`src/rtl/gift_decrypt_iter_pkg.sv`:
```
// Shared definitions for the iterative GIFT-128 decryptor.
// Holds the controller state enum, the inverse S-box, the bit-permutation index table,
// the round-constant helpers and the default round count.
// No ports (package).
package gift_decrypt_iter_pkg;

    localparam int unsigned ROUNDS_DEFAULT = 40;

    typedef enum logic [1:0] {
        StIdle,
        StKexp,
        StDec,
        StDone
    } state_e;

    // Inverse of the GIFT S-box {1,a,4,c,6,f,3,9,2,d,b,7,5,0,8,e}.
    localparam logic [3:0] INV_SBOX [16] = '{
        4'hD, 4'h0, 4'h8, 4'h6, 4'h2, 4'hC, 4'h4, 4'hB,
        4'hE, 4'h7, 4'h1, 4'hA, 4'h3, 4'h9, 4'hF, 4'h5
    };

    // Forward bit positions P(i) for i = 0..15. Each group of 16 source bits shifts the
    // destination up by 4, so P(i) = PERM_BASE[i % 16] + 4 * (i / 16).
    localparam logic [6:0] PERM_BASE [16] = '{
        7'd0,  7'd33, 7'd66, 7'd99, 7'd96, 7'd1,  7'd34, 7'd67,
        7'd64, 7'd97, 7'd2,  7'd35, 7'd32, 7'd65, 7'd98, 7'd3
    };

    // Undoing the permutation means output bit i is read from forward position P(i).
    function automatic logic [6:0] inv_perm_src(input logic [6:0] i);
        return PERM_BASE[i[3:0]] + {2'b00, i[6:4], 2'b00};
    endfunction

    // Round constant used by the last of 'rounds' encryption rounds.
    function automatic logic [5:0] last_rc(input int unsigned rounds);
        logic [5:0] c;
        c = 6'h00;
        for (int unsigned r = 0; r < rounds; r++) begin
            c = {c[4:0], c[5] ^ c[4] ^ 1'b1};
        end
        return c;
    endfunction

    localparam logic [5:0] LAST_RC = last_rc(ROUNDS_DEFAULT);

endpackage

```
`src/rtl/gift_decrypt_iter_inv_round.sv`:
```
// gift_inv_round: one combinational GIFT-128 inverse round.
// Removes the round key and constant, then undoes PermBits and SubCells.
// Ports:
//   i_state [127:0] state entering the inverse round
//   i_rk    [63:0]  round-key bits {U, V}: U = k5||k4, V = k1||k0
//   i_rc    [5:0]   round constant of the round being undone
//   o_state [127:0] state after the inverse round
module gift_inv_round
    import gift_decrypt_iter_pkg::*;
(
    input  logic [127:0] i_state,
    input  logic [63:0]  i_rk,
    input  logic [5:0]   i_rc,
    output logic [127:0] o_state
);

    logic [127:0] w_x;
    logic [127:0] w_p;

    always_comb begin
        w_x = i_state;
        for (int i = 0; i < 32; i++) begin
            w_x[4*i+2] = w_x[4*i+2] ^ i_rk[32+i];
            w_x[4*i+1] = w_x[4*i+1] ^ i_rk[i];
        end
        for (int j = 0; j < 6; j++) begin
            w_x[4*j+3] = w_x[4*j+3] ^ i_rc[j];
        end
        w_x[127] = ~w_x[127];

        w_p = '0;
        for (int i = 0; i < 128; i++) begin
            w_p[i] = w_x[inv_perm_src(7'(i))];
        end

        o_state = '0;
        for (int n = 0; n < 32; n++) begin
            o_state[4*n +: 4] = INV_SBOX[w_p[4*n +: 4]];
        end
    end

endmodule

```
`src/rtl/gift_decrypt_iter.sv`:
```
// gift_decrypt_iter: iterative GIFT-128 decryption, one inverse round per cycle.
// The master key is expanded forward to the last round key, then rounds are undone while
// the key schedule and constant LFSR step backward.
// Optional feature: define DEC_KEY_CACHE_EN to keep the last master key and its final round
// key so a repeated key skips expansion.
// Ports:
//   clk, rst_n        clock (rising edge), asynchronous active-low reset
//   in_valid/in_ready job handshake; cipher and key are latched on accept
//   cipher, key       128-bit ciphertext and master key
//   out_valid/out_ready result handshake; plain holds until accepted
//   plain             128-bit recovered plaintext
//   busy              high whenever the controller is not idle
module gift_decrypt_iter
    import gift_decrypt_iter_pkg::*;
#(
    parameter int unsigned ROUNDS = ROUNDS_DEFAULT
) (
    input  logic         clk,
    input  logic         rst_n,
    input  logic         in_valid,
    output logic         in_ready,
    input  logic [127:0] cipher,
    input  logic [127:0] key,
    output logic         out_valid,
    input  logic         out_ready,
    output logic [127:0] plain,
    output logic         busy
);

    localparam int unsigned   CW        = (ROUNDS > 1) ? $clog2(ROUNDS) : 1;
    localparam logic [CW-1:0] KEXP_LOAD = CW'(ROUNDS - 2);
    localparam logic [CW-1:0] DEC_LOAD  = CW'(ROUNDS - 1);
    localparam logic [5:0]    RC_LAST   = (ROUNDS == ROUNDS_DEFAULT) ? LAST_RC : last_rc(ROUNDS);

    state_e        r_fsm;
    logic [CW-1:0] r_cnt;
    logic [127:0]  r_key;
    logic [5:0]    r_rc;
    logic [127:0]  r_data;
    logic [127:0]  r_plain;
    logic          r_out_valid;
    logic          r_fin;

    logic [127:0]  w_key_fwd;
    logic [127:0]  w_key_bwd;
    logic [5:0]    w_rc_bwd;
    logic [127:0]  w_round;

    // Forward: k7..k0 <- k1>>>2, k0>>>12, k7..k2 (16-bit words).
    assign w_key_fwd = {r_key[17:16], r_key[31:18], r_key[11:0], r_key[15:12], r_key[127:32]};
    // Backward: exact inverse of the forward step.
    assign w_key_bwd = {r_key[95:0], r_key[125:112], r_key[127:126], r_key[99:96],
                        r_key[111:100]};
    assign w_rc_bwd  = {r_rc[0] ^ r_rc[5] ^ 1'b1, r_rc[5:1]};

    gift_inv_round u_inv_round (
        .i_state (r_data),
        .i_rk    ({r_key[95:64], r_key[31:0]}),
        .i_rc    (r_rc),
        .o_state (w_round)
    );

`ifdef DEC_KEY_CACHE_EN
    logic         r_cache_vld;
    logic [127:0] r_cache_key;
    logic [127:0] r_cache_rk;
    logic         w_hit;

    assign w_hit = r_cache_vld && (r_cache_key == key);
`endif

    assign in_ready  = (r_fsm == StIdle);
    assign busy      = (r_fsm != StIdle);
    assign out_valid = r_out_valid;
    assign plain     = r_plain;

    always_ff @(posedge clk or negedge rst_n) begin
        if (!rst_n) begin
            r_fsm       <= StIdle;
            r_cnt       <= '0;
            r_key       <= '0;
            r_rc        <= '0;
            r_data      <= '0;
            r_plain     <= '0;
            r_out_valid <= 1'b0;
            r_fin       <= 1'b0;
`ifdef DEC_KEY_CACHE_EN
            r_cache_vld <= 1'b0;
            r_cache_key <= '0;
            r_cache_rk  <= '0;
`endif
        end else begin
            unique case (r_fsm)
                StIdle: begin
                    if (in_valid) begin
                        r_data <= cipher;
                        r_fin  <= 1'b0;
`ifdef DEC_KEY_CACHE_EN
                        if (w_hit) begin
                            r_key <= r_cache_rk;
                            r_rc  <= RC_LAST;
                            r_cnt <= DEC_LOAD;
                            r_fsm <= StDec;
                        end else begin
                            // Cache entry is rewritten once this expansion completes.
                            r_cache_vld <= 1'b0;
                            r_cache_key <= key;
                            r_key       <= key;
                            r_cnt       <= KEXP_LOAD;
                            r_fsm       <= StKexp;
                        end
`else
                        r_key <= key;
                        r_cnt <= KEXP_LOAD;
                        r_fsm <= StKexp;
`endif
                    end
                end
                StKexp: begin
                    r_key <= w_key_fwd;
                    if (r_cnt == '0) begin
                        r_rc  <= RC_LAST;
                        r_cnt <= DEC_LOAD;
                        r_fsm <= StDec;
`ifdef DEC_KEY_CACHE_EN
                        r_cache_rk  <= w_key_fwd;
                        r_cache_vld <= 1'b1;
`endif
                    end else begin
                        r_cnt <= r_cnt - 1'b1;
                    end
                end
                StDec: begin
                    // After the last inverse round one more cycle moves the state into the
                    // output register, so plain never exposes an intermediate round.
                    if (r_fin) begin
                        r_plain     <= r_data;
                        r_out_valid <= 1'b1;
                        r_fsm       <= StDone;
                    end else begin
                        r_data <= w_round;
                        r_key  <= w_key_bwd;
                        r_rc   <= w_rc_bwd;
                        if (r_cnt == '0) begin
                            r_fin <= 1'b1;
                        end else begin
                            r_cnt <= r_cnt - 1'b1;
                        end
                    end
                end
                StDone: begin
                    if (out_ready) begin
                        r_out_valid <= 1'b0;
                        r_fsm       <= StIdle;
                    end
                end
            endcase
        end
    end

endmodule

```
`config.mk`:
```
export PLATFORM = sky130hd
export DESIGN_NAME = gift_decrypt_iter
export DESIGN_NICKNAME = d
export VERILOG_FILES = /design/src/rtl/gift_decrypt_iter_pkg.sv /design/src/rtl/gift_decrypt_iter_inv_round.sv /design/src/rtl/gift_decrypt_iter.sv
export SDC_FILE = /design/constraint.sdc
export NUM_CORES = 1
export LEC_CHECK = 0
export CELL_PAD_IN_SITES_DETAIL_PLACEMENT = 0
export CELL_PAD_IN_SITES_GLOBAL_PLACEMENT = 1
export CORE_MARGIN = 3
export CORE_UTILIZATION = 42
export CTS_CLUSTER_DIAMETER = 80
export DETAILED_ROUTE_END_ITERATION = 16
export PLACE_DENSITY_LB_ADDON = 0.1
export SKIP_LAST_GASP = 1
export SLEW_MARGIN = 20
export SYNTH_ARGS = -nofsm -noshare
export SYNTH_HDL_FRONTEND = slang
export SYNTH_SLANG_ARGS = --single-unit
```
`constraint.sdc`:
```
create_clock -name clk -period 3 [get_ports clk]
set_input_delay 0.6 -clock clk [delete_from_list [all_inputs] [get_ports clk]]
set_output_delay 0.6 -clock clk [all_outputs]
set_load 0.03 [all_outputs]
```
Word-level counts from Yosys, hierarchy flattened --
Memories as Yosys holds them, arrays and structs flattened. Cells that the tools add are included.
Word-level totals: latch bits 0, RAM bits 0, bits of input ports 260, flip-flop bits (word level) 400, output and inout port bits 131, memory bits (read-only) 2048, word-level logic and storage cells 292, memories 32
Operators by class: muxes and demuxes 90, $add $sub $neg 1, divide/modulo/power cells 0, multipliers 0, bitwise logic cells 105, shifts and indexed selects 0, magnitude comparators 32, reduce and logical (&&, ||, !) cells 15, equality and inequality tests 9
Memory list:
- (name not given) | words 16, bits a word 4, read ports 1, clocked after memory_dff 0, write ports 0, line gift_decrypt_iter_inv_round.sv:38 | o_state[4*n +: 4] = INV_SBOX[w_p[4*n +: 4]];
- (name not given) | words 16, bits a word 4, read ports 1, clocked after memory_dff 0, write ports 0, line gift_decrypt_iter_inv_round.sv:38
- (name not given) | words 16, bits a word 4, read ports 1, clocked after memory_dff 0, write ports 0, line gift_decrypt_iter_inv_round.sv:38
- (name not given) | words 16, bits a word 4, read ports 1, clocked after memory_dff 0, write ports 0, line gift_decrypt_iter_inv_round.sv:38
- (name not given) | words 16, bits a word 4, read ports 1, clocked after memory_dff 0, write ports 0, line gift_decrypt_iter_inv_round.sv:38
- (name not given) | words 16, bits a word 4, read ports 1, clocked after memory_dff 0, write ports 0, line gift_decrypt_iter_inv_round.sv:38
- +26 memories
Operators with widths (count):
- $mux W128 | 4
- $pmux W128 S3 | 1
- $mux W4 | 64
- $pmux W128 S2 | 1
- $ge A5 B5 Y1 const B | 32
- $not A4 Y5 | 32
- $xor A1 B1 Y1 | 71
- $mux W6 | 6
- $pmux W6 S3 | 1
- $ne A2 B2 Y1 const B | 6
- $pmux W6 S2 | 1
- $reduce_and A3 Y1 | 4
- $mux W2 | 4
- $pmux W2 S4 | 1
- $reduce_and A4 Y1 | 2
- $reduce_bool A2 Y1 | 4
- $logic_not A6 Y1 | 1
- $sub A6 B1 Y6 const B | 1
- $mux W1 | 5
- $eq A2 B2 Y1 const B | 2
- $pmux W1 S2 | 2
- $reduce_and A2 Y1 | 2
- $reduce_bool A3 Y1 | 1
- $eq A2 B1 Y1 const B | 1
- other kinds (2) | 3

Longest topological paths before layout --
depth in word-level cells 7, mapped depth 10, mapped depth without buffers 7

By module --
From an unflattened synthesis, not the netlist that was laid out.
Unflattened totals: cells, all modules 2484, area, all modules 24503.5 um^2
Modules (own cells, without submodules):
- gift_decrypt_iter | times used 1, area an instance 18305.1 um^2, cells each 1658, sequential area each 10009.6 um^2
- gift_inv_round | times used 1, area an instance 6198.4 um^2, cells each 826, sequential area each 0.0 um^2

Worst setup path after synthesis --
Ideal clock, no wire load.
kind reg2reg, start register r_fsm[0], end register r_data[10], required time 2.875 ns, cell stages (with the launch flop) 7, clock period less this slack 2.289 ns, library setup time 0.125 ns, path buffers 1, slack 0.711 ns, data arrival time 2.164 ns, path through dfrtp_1 -> inv_1 -> ha_1 -> inv_1 -> a211oi_2 -> buf_2 -> mux2_2
Between the ends: cells in the longest elaborated chain, start to end 3, elaborated cells between the ends (all ways) 7, those cells by class eq/ne: 3; mux: 1; reduce/logical: 3
RTL lines:
- start: declaration | line gift_decrypt_iter.sv:35 | state_e r_fsm;
- start signal: assignment | line gift_decrypt_iter.sv:79 | r_fsm <= StIdle;
- start signal: assignment | line gift_decrypt_iter.sv:115 | r_fsm <= StKexp;
- start signal: assignment | line gift_decrypt_iter.sv:124 | r_fsm <= StDec;
- $logic_not A2 Y1 (*)
- net in_ready | line gift_decrypt_iter.sv:21 | output logic in_ready,
- $ne A2 B2 Y1 (no source line) or $reduce_bool A2 Y1 (tied branches)
- $reduce_and A3 Y1 (no source line)
- end signal: assignment | line gift_decrypt_iter.sv:96 | r_data <= cipher;
- end signal: assignment | line gift_decrypt_iter.sv:141 | r_data <= w_round;
- end: declaration | line gift_decrypt_iter.sv:39 | logic [127:0] r_data;
Mark *: on every way through the listed nets, which the timed path passes. The rest lies on a longest branch. A chain may end at the register's enable or synchronous reset.

Worst setup path in the final report --
start register r_fsm[0], end output port in_ready
Between the ends: cells in the longest elaborated chain, start to end 1
RTL lines:
- $logic_not A2 Y1 | line gift_decrypt_iter.sv:72 | assign in_ready = (r_fsm == StIdle);
- end: declaration | line gift_decrypt_iter.sv:21
Every way passes these cells.

==> metrics.cfg <==
[routing]
dr.pass1.iters=8
viasPerCell=5.90
drc=0
drt-total-wl_um=91600
wl_per_cell_um=25.0
vias=21670
drt_iter0_drc=1875
antenna_left=0

[job]
drv_cap=0

[timing]
max-slew-margin-rel_pct=29.1
min_period_ns=2.76
tns_ns=0
setup_violations=0
rsz0062_at_grt=no
hold_viol=0
worst_pin_slew_ns=1.06
period_share_pct=92.1
drv_slew=0
holdWs_ns=0.471
worst_slack_ns=0.236
max_freq_mhz=362
finClkSkew_ns=0.0287

[logic_synthesis]
yosysSeqAreaShare_pct=40.7
syn_nets=2957
synth_edf_count=0
synth-seq-cells=400
synth_flop_cell=dfrtp_1
ys_types=59
ys_warn_count=0
syn_area_um2=24600
synthArstFlopShare_pct=100
syn_inst=2563
avgSynthCellArea_um2=9.59

[floorplanning]
die_x_um=248
initial_core_util_pct=42.5
placementRows=88
core_um2=57800
io_pins=391
die_h_um=248
die-area_um2=61500

[placed_design]
dp_slack_ns=0.308
numPortBuffers=390
place.gp.congestion=0.917
dp_hpwl_um=68200

[clock_network]
htree_levels=2
cts_made_buffers=47
cts-root-buf=clkbuf_16
clock_sinks=400
clockBufferDepth=3
worstSkewPairLatency_ns=0.60
path_clk_slew_ns=0.06
cts_setup_buffers=0
cts_tree=built

[critical_path]
path_max_fanout=6
ff2ff_path_depth=6
rr_endpoint=r_data[117]
arrival_ns=2.16
reg2reg_setup_slack_ns=0.25
worst_setup_path_start_kind=flip-flop
worstSetupPathType=flip-flop to output port
r2r_start=r_key[7]
worstPathRequired_ns=2.40
setup.worst_path.end_class=output port

[global_routing]
gr-usage-all-layers_pct=29.2
grt_pass1_vias=20996
grt_pass1_wl_um=135000
overflow=0
grt_max_degree=173
antenna_found_initial=0

[layout]
drive_above_1_share_pct=12.9
layout_commonest_cell=nand2_1
fin_nets=3262
final_cell_mix=nand2_1, dfrtp_1, clkdlybuf4s50_1
area_delta_synth_final_pct=26.3
utilization_pct=53.7
antennaDiodeCount=0
fillers=5210

[hold_path]
min_from=plain[31]
whs_path_depth=2
min_to=plain[31]
hp-class=flip-flop to flip-flop

[status]
status=finished, final reports clean

[critical path: stages, from the launching register on]
cell	delay [ns]
dfrtp_1	0.44
inv_1	0.21
ha_4	0.20
clkdlybuf4s50_1	0.74
[layer usage]
layer	wire, µm	track usage, %	up-vias
li1	-	-	9810
met3	5940	3.84	137
met1	40700	42.1	10916
met2	41900	45.7	807
met4	3080	9.29	0
met5	0	0	-
[how the worst max path moves through the flow]
stage	start	end	slack, ns	cells after the start
after floorplan	r_fsm[0]	r_data[10]	0.71	6
after global placement	r_key[7]	r_data[117]	0.35	6
after detailed placement	r_key[7]	r_data[117]	0.31	6
after CTS	r_fsm[0]	busy	0.04	4
after global routing	r_key[5]	r_data[85]	0.17	7
final	r_fsm[0]	in_ready	0.24	3
[sequential cells by signal, indices dropped and copies added, names as in the netlist]
register / flops
r_cnt: 6
r_fin: 1
r_data: 128
plain: 128
r_key: 128
out_valid: 1
r_rc: 6
r_fsm: 2
[timing repair]
action / CTS / global route
hold endpoints to repair: 2 / 0
hold buffers: 1 / 0
gates resized for setup: 0 / 1
endpoints found under the setup margin: 0 / 1
[synthesized netlist by cell type, types with 3 or more instances]
cell type  instances  area share (%)
buf_6             12            0.55
or2_2             33            0.84
o211ai_1           6            0.18
o2111ai_1          4            0.14
a2111o_1          25             1.1
nand2b_1           4            0.10
buf_2             28            0.57
a221o_1           34             1.4
buf_1             17            0.26
nand4_1           26            0.66
nand3_1           29            0.59
nor3_1            17            0.35
o221ai_1          33             1.2
a211o_1           10            0.36
mux2_2            62             2.8
a31oi_1           46             1.2
xor2_1            24            0.86
o31ai_2           90             4.6
or3_1              3           0.076
nor2_1           137             2.1
o31ai_1           40             1.2
dfrtp_1          400              41
mux4_2            32             2.9
nand2_1          502             7.7
a22oi_1           33             1.0
o2bb2ai_1          3            0.11
ha_1             134             6.8
mux2i_1           46             1.9
xnor2_1           85             3.0
inv_1            119             1.8
o21ai_0           91             1.9
clkbuf_1         147             2.2
and3_1            44             1.1
a221oi_1         131             4.7
a21oi_1           37            0.75
nor2b_1           53             1.3
[cells by family (layout without fill, tap and decap cells)]
kind of cell    count (synthesis)  in the layout  synth area share (%)
simple gates                  854            854                  15.0
fa+ha+maj                     134            134                  6.82
buf+inv                       324            666                  5.46
xor+xnor                      109            109                  3.88
compound gates                602            602                  20.4
mux                           140            140                  7.65
flops                         400            400                  40.7
[through the flow]
step	instance area, µm²	std cells
2_1_floorplan	24600	2563
3_3_place_gp	29400	3583
3_5_place_dp	29400	3583
4_1_cts	31000	3670
5_1_grt	31000	3670
6_report	31000	3670
[layout make-up]
type                       instances  area, µm²  area share, %
multi-input combinational       1839      13300           42.8
sequential                       400      10000           32.2
timing repair buffer             460       4690           15.1
clock buffer                      68       1390           4.47
tap                              765        957           3.08
inverter                         120        454           1.46
clock inverter                    18        263          0.846
Power is left out: the tool's default activity adds up to more than one toggle a clock period on the data nets, which glitch-free logic cannot reach.
